**src/rtl/alu_pkg.sv**
```systemverilog
// alu_pkg: shared definitions for the ALU sharing slice.
//   - ALU function codes (code 0 is ADD, used as the idle value on the ALU bus)
//   - flag bit positions inside the 4-bit {overflow, negative, carry, zero} vector
//   - FSM state type for alu_share_arbiter
package alu_pkg;

  localparam logic [3:0] ALU_ADD  = 4'd0;
  localparam logic [3:0] ALU_ADDU = 4'd1;
  localparam logic [3:0] ALU_SUB  = 4'd2;
  localparam logic [3:0] ALU_SUBU = 4'd3;
  localparam logic [3:0] ALU_AND  = 4'd4;
  localparam logic [3:0] ALU_OR   = 4'd5;
  localparam logic [3:0] ALU_XOR  = 4'd6;
  localparam logic [3:0] ALU_NOR  = 4'd7;
  localparam logic [3:0] ALU_SLT  = 4'd8;
  localparam logic [3:0] ALU_SLTU = 4'd9;
  localparam logic [3:0] ALU_SLL  = 4'd10;
  localparam logic [3:0] ALU_SRL  = 4'd11;
  localparam logic [3:0] ALU_SRA  = 4'd12;
  localparam logic [3:0] ALU_SLLV = 4'd13;
  localparam logic [3:0] ALU_SRLV = 4'd14;
  localparam logic [3:0] ALU_SRAV = 4'd15;

  localparam int unsigned FLAG_ZERO  = 0;
  localparam int unsigned FLAG_CARRY = 1;
  localparam int unsigned FLAG_NEG   = 2;
  localparam int unsigned FLAG_OVF   = 3;

  typedef enum logic [1:0] {
    ST_IDLE,
    ST_EXEC,
    ST_RESP
  } state_t;

endpackage

```
**src/rtl/rr_arbiter.sv**
```systemverilog
// rr_arbiter: combinational round-robin arbiter.
//   req : request bits, one per requester
//   ptr : index where the search starts (must be < NREQ)
//   gnt : one-hot grant to the first set req at or after ptr (wrapping), or zero
module rr_arbiter #(
  parameter int NREQ  = 2,
  parameter int PTR_W = (NREQ > 1) ? $clog2(NREQ) : 1
) (
  input  logic [NREQ-1:0]  req,
  input  logic [PTR_W-1:0] ptr,
  output logic [NREQ-1:0]  gnt
);

  logic [NREQ-1:0] rot;
  logic [NREQ-1:0] rot_gnt;
  logic            found;

  // Rotate so that rot[k] is request (ptr+k) mod NREQ, pick the lowest set
  // bit, then rotate the grant back into requester order.
  always_comb begin
    rot     = NREQ'({req, req} >> ptr);
    rot_gnt = '0;
    found   = 1'b0;
    for (int unsigned k = 0; k < NREQ; k++) begin
      if (!found && rot[k]) begin
        rot_gnt[k] = 1'b1;
        found      = 1'b1;
      end
    end
    gnt = NREQ'(({rot_gnt, rot_gnt} << ptr) >> NREQ);
  end

endmodule

```
**src/rtl/alu_share_arbiter.sv**
```systemverilog
// alu_share_arbiter: shares one combinational ALU between NREQ requesters.
//   clk, rst                 : clock, asynchronous active-high reset
//   req_valid/req_ready      : per-requester request handshake (ready one-hot or zero)
//   req_a/req_b/req_func     : packed per-requester operands and function code
//   resp_valid/resp_ready    : per-requester response handshake (valid one-hot or zero)
//   resp_res/resp_flags      : registered result and {ovf, neg, carry, zero}
//   alu_a/alu_b/alu_func     : ALU inputs, zero outside the execute cycle
//   alu_res/alu_*            : ALU result and flags
// Flow: IDLE (grant + capture) -> EXEC (drive ALU, register result) -> RESP (hold until accepted).
module alu_share_arbiter
  import alu_pkg::*;
#(
  parameter int NREQ   = 2,
  parameter int DATA_W = 32,
  parameter int FUNC_W = 4
) (
  input  logic                     clk,
  input  logic                     rst,
  input  logic [NREQ-1:0]          req_valid,
  output logic [NREQ-1:0]          req_ready,
  input  logic [NREQ*DATA_W-1:0]   req_a,
  input  logic [NREQ*DATA_W-1:0]   req_b,
  input  logic [NREQ*FUNC_W-1:0]   req_func,
  output logic [NREQ-1:0]          resp_valid,
  input  logic [NREQ-1:0]          resp_ready,
  output logic [DATA_W-1:0]        resp_res,
  output logic [3:0]               resp_flags,
  output logic [DATA_W-1:0]        alu_a,
  output logic [DATA_W-1:0]        alu_b,
  output logic [FUNC_W-1:0]        alu_func,
  input  logic [DATA_W-1:0]        alu_res,
  input  logic                     alu_zero,
  input  logic                     alu_carry,
  input  logic                     alu_negative,
  input  logic                     alu_overflow
);

  localparam int PTR_W = (NREQ > 1) ? $clog2(NREQ) : 1;

  state_t            state;
  logic [PTR_W-1:0]  ptr;
  logic [PTR_W-1:0]  gidx;
  logic [PTR_W-1:0]  win_idx;
  logic [NREQ-1:0]   gnt;
  logic [NREQ-1:0]   resp_valid_q;
  logic [DATA_W-1:0] op_a;
  logic [DATA_W-1:0] op_b;
  logic [FUNC_W-1:0] op_func;
  logic [DATA_W-1:0] res_q;
  logic [3:0]        flags_q;
  logic              resp_hs;

  rr_arbiter #(
    .NREQ  (NREQ),
    .PTR_W (PTR_W)
  ) u_arb (
    .req (req_valid),
    .ptr (ptr),
    .gnt (gnt)
  );

  always_comb begin
    win_idx = '0;
    for (int unsigned i = 0; i < NREQ; i++) begin
      if (gnt[i]) win_idx = PTR_W'(i);
    end
  end

  // Only combinational input-to-output path; gated so nothing is granted during reset.
  assign req_ready = (state == ST_IDLE && !rst) ? gnt : '0;

  // resp_valid_q is one-hot on the granted requester, so masking picks out its ready.
  assign resp_hs = (state == ST_RESP) && ((resp_ready & resp_valid_q) != '0);

  always_ff @(posedge clk or posedge rst) begin
    if (rst) begin
      state        <= ST_IDLE;
      ptr          <= '0;
      gidx         <= '0;
      op_a         <= '0;
      op_b         <= '0;
      op_func      <= '0;
      res_q        <= '0;
      flags_q      <= '0;
      resp_valid_q <= '0;
    end else begin
      case (state)
        ST_IDLE: begin
          if (req_valid != '0) begin
            op_a    <= req_a[win_idx*DATA_W +: DATA_W];
            op_b    <= req_b[win_idx*DATA_W +: DATA_W];
            op_func <= req_func[win_idx*FUNC_W +: FUNC_W];
            gidx    <= win_idx;
            state   <= ST_EXEC;
          end
        end
        ST_EXEC: begin
          res_q                <= alu_res;
          flags_q[FLAG_ZERO]   <= alu_zero;
          flags_q[FLAG_CARRY]  <= alu_carry;
          flags_q[FLAG_NEG]    <= alu_negative;
          flags_q[FLAG_OVF]    <= alu_overflow;
          resp_valid_q         <= NREQ'(1) << gidx;
          state                <= ST_RESP;
        end
        ST_RESP: begin
          if (resp_hs) begin
            resp_valid_q <= '0;
            ptr          <= (gidx == PTR_W'(NREQ - 1)) ? '0 : gidx + 1'b1;
            state        <= ST_IDLE;
          end
        end
        default: state <= ST_IDLE;
      endcase
    end
  end

  // Outside EXEC the ALU sees ADD 0,0.
  assign alu_a      = (state == ST_EXEC) ? op_a    : '0;
  assign alu_b      = (state == ST_EXEC) ? op_b    : '0;
  assign alu_func   = (state == ST_EXEC) ? op_func : '0;
  assign resp_valid = resp_valid_q;
  assign resp_res   = res_q;
  assign resp_flags = flags_q;

endmodule
```
**config.mk**
```make
export PLATFORM = sky130hd
export DESIGN_NAME = alu_share_arbiter
export DESIGN_NICKNAME = d
export VERILOG_FILES = /design/src/rtl/alu_pkg.sv /design/src/rtl/rr_arbiter.sv /design/src/rtl/alu_share_arbiter.sv
export SDC_FILE = /design/constraint.sdc
export NUM_CORES = 1
export LEC_CHECK = 0
export ABC_AREA = 1
export CORE_ASPECT_RATIO = 1.5
export CORE_MARGIN = 2
export CORE_UTILIZATION = 36
export DETAILED_ROUTE_END_ITERATION = 16
export GPL_ROUTABILITY_DRIVEN = 0
export GPL_TIMING_DRIVEN = 1
export PLACE_DENSITY_LB_ADDON = 0.15
export SETUP_SLACK_MARGIN = 0.5
export SLEW_MARGIN = 25
export SYNTH_ARGS = -nofsm -noshare
export SYNTH_HDL_FRONTEND = slang
export SYNTH_HIERARCHICAL = 1
export SYNTH_SLANG_ARGS = --single-unit
```
**constraint.sdc**
```tcl
create_clock -name clk -period 4.4 [get_ports clk]
set_input_delay 0.88 -clock clk [delete_from_list [all_inputs] [get_ports clk]]
set_output_delay 0.88 -clock clk [all_outputs]
set_load 0.01 [all_outputs]
```
Word level (Yosys, flattened, before mapping)

Index checks and enable logic that the tools add are counted.

Memories kept: 0
Latch bits: 0
Bits in registers: 110
Memory bits (writable): 0
Output and inout bits: 108
Bits of input ports: 178
Word-level logic and storage cells: 46
Memory bits (read-only): 0

Multiplexer cells: 12
Magnitude comparators: 0
Equality and inequality tests: 4
Divide/modulo/power cells: 0
Reductions and logical operators: 13
Bitwise operators: 1
Shift operators: 6
$add $sub $neg: 1
Multipliers: 0

Operators with widths:

| kind                | count |
|---|---|
| $shiftx 64x7->32    | 2 |
| $mux 32             | 2 |
| $reduce_and 2->1    | 4 |
| $shiftx 8x4->4      | 1 |
| $mux 2              | 3 |
| $pmux 2 s3          | 1 |
| $reduce_bool 2->1   | 3 |
| $mux 1              | 4 |
| $mux 4              | 1 |
| $pmux 2 s2          | 1 |
| $shl 4x1->4         | 1 |
| $shr 4x1->2         | 1 |
| $logic_and 1x1->1   | 3 |
| $and 2x2->2         | 1 |
| $eq 2x1->1 const B  | 1 |
| $eq 2x2->1 const B  | 1 |
| $logic_not 1->1     | 2 |
| $logic_not 2->1     | 1 |
| $ne 2x1->1 const B  | 1 |
| $ne 2x2->1 const B  | 1 |
| $shl 1x1->2 const A | 1 |
| $add 1x1->1 const B | 1 |

Depth between registers and ports, before layout

Gate-level depths: netlist of the first run.

Word-level depth: 8
Gate-level depth with buffers: 10
Depth with buffers taken out: 8

Cells and area by module

The synthesis of the first run kept the hierarchy.

By module, submodules not included:

| module            | instances | cells each | area an instance (µm²) |
|---|---|---|---|
| alu_share_arbiter | 1         | 835        | 5527.8 |
| rr_arbiter        | 1         | 5          | 20.0 |

Worst setup path after synthesis of the first run

Ideal clock, no wire load.

Path type: input to output
Start: input rst
End: output req_ready[0]
Required time: 3.520 ns
Path slack: -0.134 ns
Path buffers: 0
Arrival: 3.654 ns
Stages on the path: 3
Path through: inv_1 -> nand2_1 -> nor2_1

Cells in the longest elaborated chain, start to end: 3

Ends and longest elaborated chain:

| element                   | RTL line                | text |
|---|---|---|
| start: declaration        | alu_share_arbiter.sv:18 | `input logic rst,` |
| $logic_not 1->1 (no line) | -                       |  |
| $logic_and 1x1->1         | alu_share_arbiter.sv:70 | `assign req_ready = (state == ST_IDLE && !rst) ? gnt : '0;` |
| $mux 2                    | alu_share_arbiter.sv:70 |  |
| end: declaration          | alu_share_arbiter.sv:20 | `output logic [NREQ-1:0] req_ready,` |

No other way between the ends.

Worst setup path in the final report of the first run

Start: input req_valid[1]
End: output req_ready[1]

Cells in the longest elaborated chain, start to end: 7

Ends and longest elaborated chain:

| element            | RTL line                | text |
|---|---|---|
| start: declaration | alu_share_arbiter.sv:19 | `input logic [NREQ-1:0] req_valid,` |
| $shr 4x1->2 (*)    | rr_arbiter.sv:21        | `rot = NREQ'({req, req} >> ptr);` |
| $mux 1             | rr_arbiter.sv:25        | `if (!found && rot[k]) begin` |
| $logic_not 1->1    | rr_arbiter.sv:25        |  |
| $logic_and 1x1->1  | rr_arbiter.sv:25        |  |
| $mux 1             | rr_arbiter.sv:25        |  |
| $shl 4x1->4 (*)    | rr_arbiter.sv:30        | `gnt = NREQ'(({rot_gnt, rot_gnt} << ptr) >> NREQ);` |
| net gnt[1]         | alu_share_arbiter.sv:44 | `logic [NREQ-1:0] gnt;` |
| $mux 2 (*)         | alu_share_arbiter.sv:70 |  |

The timed path passes the listed nets; every way through them passes the cells marked *.

==> results by group, run 1 <==
Status
  – Status: complete, no violations

Clock tree
  – CTS clk-pin slew, worst paths: 0.07 ns
  – Root buffer cell: clkbuf_16
  – Post-CTS setup buffer count: 0
  – Resized Gates After CTS: 0
  – Clk Latency, worst-skew pair: 0.34 ns
  – Clk buf depth: 2
  – CTS tree: done
  – Cts hold-fix bufs: 0
  – Clock Sink Count: 110
  – Number of CTS-inserted buffers: 9
  – Htree depth: 3

Placement
  – Buffers on Ports: roughly 290
  – DP HPWL: 11740 um

Drt
  – DRT antenna net count: 0
  – Detailed Route WL: around 17000 um
  – DRT Pass-1 Iters: 4
  – Vias: 5740
  – Drt first-iter violations: about 270
  – Average wire per standard cell: 13.05 um
  – Avg Vias per Cell: 4.402
  – DRC: 0

STA
  – Tmin final: 3.161 ns
  – Final setup fails: 0
  – Final hold viol count: 0
  – Tightest Pin Transition: 0.8908 ns
  – Final Cycle Share: 0.7184
  – Skew final: 0.007147 ns
  – RSZ-0062 raised after global routing: false
  – WHS: 0.4789 ns
  – Achievable clock frequency: 316.3 MHz
  – Max-slew violation count: 0
  – Slew HR: 0.4061
  – Final setup TNS: 0 ns

Floorplanning
  – Placeable Area: 15070 um2
  – Die Footprint: 16440 um2
  – IO Count: between 200 and 300
  – Horiz. Die Dim: 105.4 um
  – Die span in y: 156.0 um
  – Cell row count: 55
  – Initial Util: 0.3681

Critical path
  – Crit-path most repeated cell: clkdlybuf4s50_1
  – Crit-path max cell delay: about 0.57 ns
  – Critical Path End Type: primary output
  – Crit path DAT: 2.28 ns
  – Reg-to-Reg End: op_b[29]
  – Setup slack, reg-to-reg: 2.37 ns
  – Setup crit start kind: input port
  – WS Path Type: input port to primary output
  – R2r startpoint: state[0]
  – Slowest CP cell: clkdlybuf4s50_1
  – CP max FO: 4
  – Reg2reg path depth: 6
  – Crit-path cells: clkdlybuf4s50_1 > nand2_1 > nand2_2 > inv_2 > nor2_1 > clkdlybuf4s50_1
  – Crit path required time: 3.52 ns

Final layout
  – Sequential Area: 2753 um2
  – Final net count: ~1.3k
  – Multi-input gate area: 2337 um2
  – Fraction of layout cells with a size suffix above 1: 0.02986
  – Area Overhead vs Synth: 59.72%
  – Layout fillers: ~1.5k
  – # diodes: 0

Global routing
  – Initial antenna violation count: 0
  – All-layer global routing usage: 0.2045
  – First-pass GRT wire length: 26640 um
  – Largest net degree at the start of global routing: 96
  – Vias in the first global route: 5305
  – Total congestion overflow: 0

Yosys
  – Mean Syn Cell Area: about 6.6 um2
  – Ranking of synthesized cells by area: dfrtp_1 50%, nand2_1 36%, inv_1 4.9%, nor2_1 4.8%, buf_2 1.7%
  – Ys Warns: 6
  – Netlist Area Pre-Place: 5548 um2
  – Top cell type's share of synthesized area: 0.4962
  – Syn Inst Count: 840
  – Yosys top cell by area: dfrtp_1
  – Register area share after synthesis: 0.4962
  – Synthesis-stage register bit count: 110
  – Syn Nets: ~1k
  – Yosys cell types: 17

Pwr
  – Peak supply drop: around 0.00060 V
  – Leakage: 4.581 nW
  – PwrDens: 590.3 nW/um2

Worst hold path
  – Worst Hold Path EP: op_a[29]
  – Hold Crit Start: op_a[29]
  – Hold Crit Class: flop to flop
  – Hold path cells: 2

Run
  – Max-cap violations: 0
[worst max-delay path, delay by kind of cell]
family	cells	cell delay, ns
buf+inv	3	1.14
simple gates	3	0.27
[cells in the final DEF, fill, tap and decap left out]
cell type	Yosys	layout
dfrtp_1	110	110
or2_2	1	1
nand2_1	530	529
inv_1	72	71
nor2_2	1	1
inv_2	4	4
bufinv_16	0	2
nand2_8	0	1
clkinvlp_4	0	3
clkbuf_16	0	9
o21ai_4	0	1
inv_8	0	1
nand3_1	3	3
buf_4	1	8
nand2_2	1	1
clkdlybuf4s50_1	0	285
o21ai_0	2	2
a21oi_1	1	1
nor2_1	71	71
inv_6	0	1
[per-layer routing]
metal  global-route usage  share of wire
met2               0.3496           0.50
met3              0.05347          0.066
met1               0.2495           0.41
met5                    0              0
met4              0.06857          0.024
[flip-flops by register name, indices dropped and copies added (netlist names)]
register,count
state,2
resp_res,32
gidx,1
op_func,4
resp_valid,2
ptr,1
op_b,32
op_a,32
resp_flags,4
[where the power goes]
| part | internal (W) | leakage [nW] | switching [W] |
|---|---|---|---|
| logic | 0.00116 | 3.07 | 0.00143 |
| clock network | 0.000503 | 0.150 | 0.000381 |
| registers | 0.00150 | 1.36 | 0.000259 |
[through the flow]
step                      std cells  power (W)  utilization  cell area, um2  worst slack (ns)
after floorplan                 840   0.003181            -            5552            0.6942
after global placement         1289   0.004363       0.5661            8532             1.243
after detailed placement       1289   0.004398       0.5661            8532             1.245
after CTS                      1304   0.005301       0.5874            8852             1.158
after global routing           1304   0.005691       0.5880            8861             1.140
final                          1304   0.005230       0.5880            8861             1.239
[synth_stat cells]
master,count
a21oi_1,1
buf_1,7
buf_2,19
buf_4,1
buf_6,1
clkbuf_1,15
dfrtp_1,110
inv_1,72
inv_2,4
nand2_1,530
nand2_2,1
nand3_1,3
nor2_1,71
nor2_2,1
o21ai_0,2
o21ai_2,1
or2_2,1
[worst max-delay path by stage]
stage	from	endpoint	slack, ns	depth (start not counted)
floorplan	rst	req_ready[0]	0.69	3
global placement	req_valid[1]	req_ready[1]	1.24	6
CTS	state[1]	alu_b[25]	1.16	4
finish	req_valid[1]	req_ready[1]	1.24	6
global route	req_valid[0]	req_ready[0]	1.14	6
detailed placement	req_valid[0]	req_ready[0]	1.24	6
[cell type report]
class,instances,area share
inverter,76,0.03262
multi-input combinational,611,0.2638
clock inverter,6,0.01073
tap,199,0.02810
timing repair buffer,293,0.3287
sequential,110,0.3106
clock buffer,9,0.02542
[kinds of logic after synthesis]
logic type             after synthesis  share of synthesized area
AOI/OAI and AO/OA                    4                   0.004285
buffers and inverters              119                    0.08683
DFF                                110                     0.4962
and+or+nand+nor                    607                     0.4127
(Power assumes the default switching activity.)
==> run 2: changes to the inputs <==
--- a/config.mk
+++ b/config.mk
@@ -8,7 +8,7 @@
 export ABC_AREA = 1
 export CORE_ASPECT_RATIO = 1.5
 export CORE_MARGIN = 2
-export CORE_UTILIZATION = 36
+export CORE_UTILIZATION = 40
 export DETAILED_ROUTE_END_ITERATION = 16
 export GPL_ROUTABILITY_DRIVEN = 0
 export GPL_TIMING_DRIVEN = 1
==> constraint.sdc (replaced) <==
create_clock -name clk -period 3.07 [get_ports clk]
set_input_delay 0.614 -clock clk [delete_from_list [all_inputs] [get_ports clk]]
set_output_delay 0.614 -clock clk [all_outputs]
set_load 0.01 [all_outputs]
==> results by group, run 2 (synthesis gave the netlist of run 1 again) <==
Final layout
  – # diodes: 0
  – Post-route cell area: 8989 um2
  – Fraction of layout cells with a size suffix above 1: 0.03423
  – Final net count: around 1.3k
  – Post-Layout Cell Count: 1272
  – Area Overhead vs Synth: 62.02%
  – Layout fillers: 1248
  – Commonest non-fill, non-tap cell in the layout: nand2_1
  – Commonest non-fill, non-tap cells in the layout: 529 x nand2_1, 248 x clkdlybuf4s50_1, 109 x dfrtp_1

Global routing
  – First-pass GRT wire length: 26760 um
  – All-layer global routing usage: 0.2264
  – Vias in the first global route: 5591
  – Initial antenna violation count: 0
  – Total congestion overflow: 0
  – Largest net degree at the start of global routing: 70

Drt
  – Met1 Routed Length: 6936 um
  – DRC: 0
  – DR WL met3: between 900 and 1000 um
  – DR top layer: met4
  – Vias: between 5k and 6k
  – Average wire per standard cell: 13.41 um
  – Drt first-iter violations: 169
  – Avg Vias per Cell: 4.564
  – Met2 WL post-DR: 8549 um
  – DRT antenna net count: 0
  – DRT Pass-1 Iters: 4
  – Detailed Route WL: 17060 um

Critical path
  – Crit path required time: 2.46 ns
  – Setup crit start kind: flop
  – WS Path Type: flop to primary output
  – Crit path DAT: 1.88 ns
  – CP max FO: 24
  – Critical Path End Type: primary output

STA
  – Tmin final: between 2 and 2.5 ns
  – Final setup TNS: 0 ns
  – Max-slew violation count: 0
  – Setup WS post-layout: approximately 0.58 ns
  – RSZ-0062 raised after global routing: true
  – Tightest Pin Transition: 0.7415 ns
  – Slew HR: 0.5056
  – Final Cycle Share: 0.8122
  – Final setup fails: 0
  – Achievable clock frequency: 401.0 MHz
  – Final hold viol count: 0
  – Skew final: 0.009117 ns

Placement
  – Pre-CTS setup slack: 0.4315 ns
  – Buffers on Ports: 285
  – DP HPWL: 11730 um
  – Placed Area: 8513 um2
  – Placed Cells: 1254

Floorplanning
  – Placeable Area: 13530 um2
  – Die Footprint: 14850 um2
  – Die span in y: roughly 150 um
  – Initial Util: 0.4099
  – Cell row count: 52
  – IO Count: 286
  – Horiz. Die Dim: between 100 and 150 um

Clock tree
  – Root buffer cell: clkbuf_16
  – Cts hold-fix bufs: 0
  – Number of CTS-inserted buffers: 9
  – Clock Sink Count: 110
  – Clk buf depth: 2
  – CTS clk-pin slew, worst paths: approximately 0.07 ns
  – CTS tree: done
  – Htree depth: 3
  – Clk Latency, worst-skew pair: 0.35 ns

Status
  – Status: complete, no violations

Pwr
  – Peak supply drop: 0.0005254 V
  – PwrDens: 845.7 nW/um2
  – Leakage: 5.240 nW
  – Design Power: 0.007602 W

Run
  – Max-cap violations: 0

Worst hold path
  – Hold Crit Class: flop to flop
## run 2: changes by cell type in the layout (fill, tap and decap cells not counted), moves of 2 or more
cell             previous run  this run
clkdlybuf4s50_1           285       248
clkinvlp_4                  3         1
dlygate4sd2_1               0         3
dlymetal6s2s_1              0        34
## run 2: power by group
part	internal (W)	switching, W
clock network	0.000725	0.000549
logic	0.00172	0.00207
registers	0.00215	0.000387
total	0.00460	0.00300
## run 2: metal layers
metal,GRT usage,vias to the layer above
met3,0.04699,37
li1,-,2957
met4,0.08904,0
met1,0.2605,2600
met5,0,-
met2,0.4060,212
## run 2: final cells by class
class	instances	area, um2	share of cell area
clock inverter	6	93.84	0.01044
clock buffer	10	229.0	0.02547
multi-input combinational	612	2349	0.2613
tap	162	202.7	0.02255
sequential	110	2754	0.3064
timing repair buffer	296	3069	0.3415
inverter	76	291.5	0.03243
## run 2: repair_timing
item / CTS / global route
setup endpoints to repair: 43 / 35
cloned: 2 / 0
setup buffers: 0 / 0
resized for setup: 9 / 34
pin swaps: 1 / 0
## run 2: critical path: stages (launching register included)
cell and delay, ns:
dfrtp_1 0.42, inv_4 0.12, nand2_8 0.12, buf_8 0.20, nor2_1 0.09, clkdlybuf4s50_1 0.56
## run 2: metrics by stage
stage / hold WS (ns) / util
final: 0.4797 / 0.6642
after global routing: 0.4961 / 0.6642
after CTS: 0.4836 / 0.6579
after detailed placement: 0.4637 / 0.6291
after global placement: 0.4606 / 0.6291
after floorplan: 0.4488 / -
## run 2: path summary, 6_finish.rpt
path	from	to	slack [ns]	depth (start not counted)
max	state[1]	alu_a[6]	0.58	5
max reg2reg	state[1]	resp_res[24]	1.40	6
min reg2reg	resp_res[18]	resp_res[18]	0.48	2
max in group asynchronous	rst	state[0]	0.97	4
min	resp_res[18]	resp_res[18]	0.48	2
min in group asynchronous	rst	op_b[28]	0.86	3
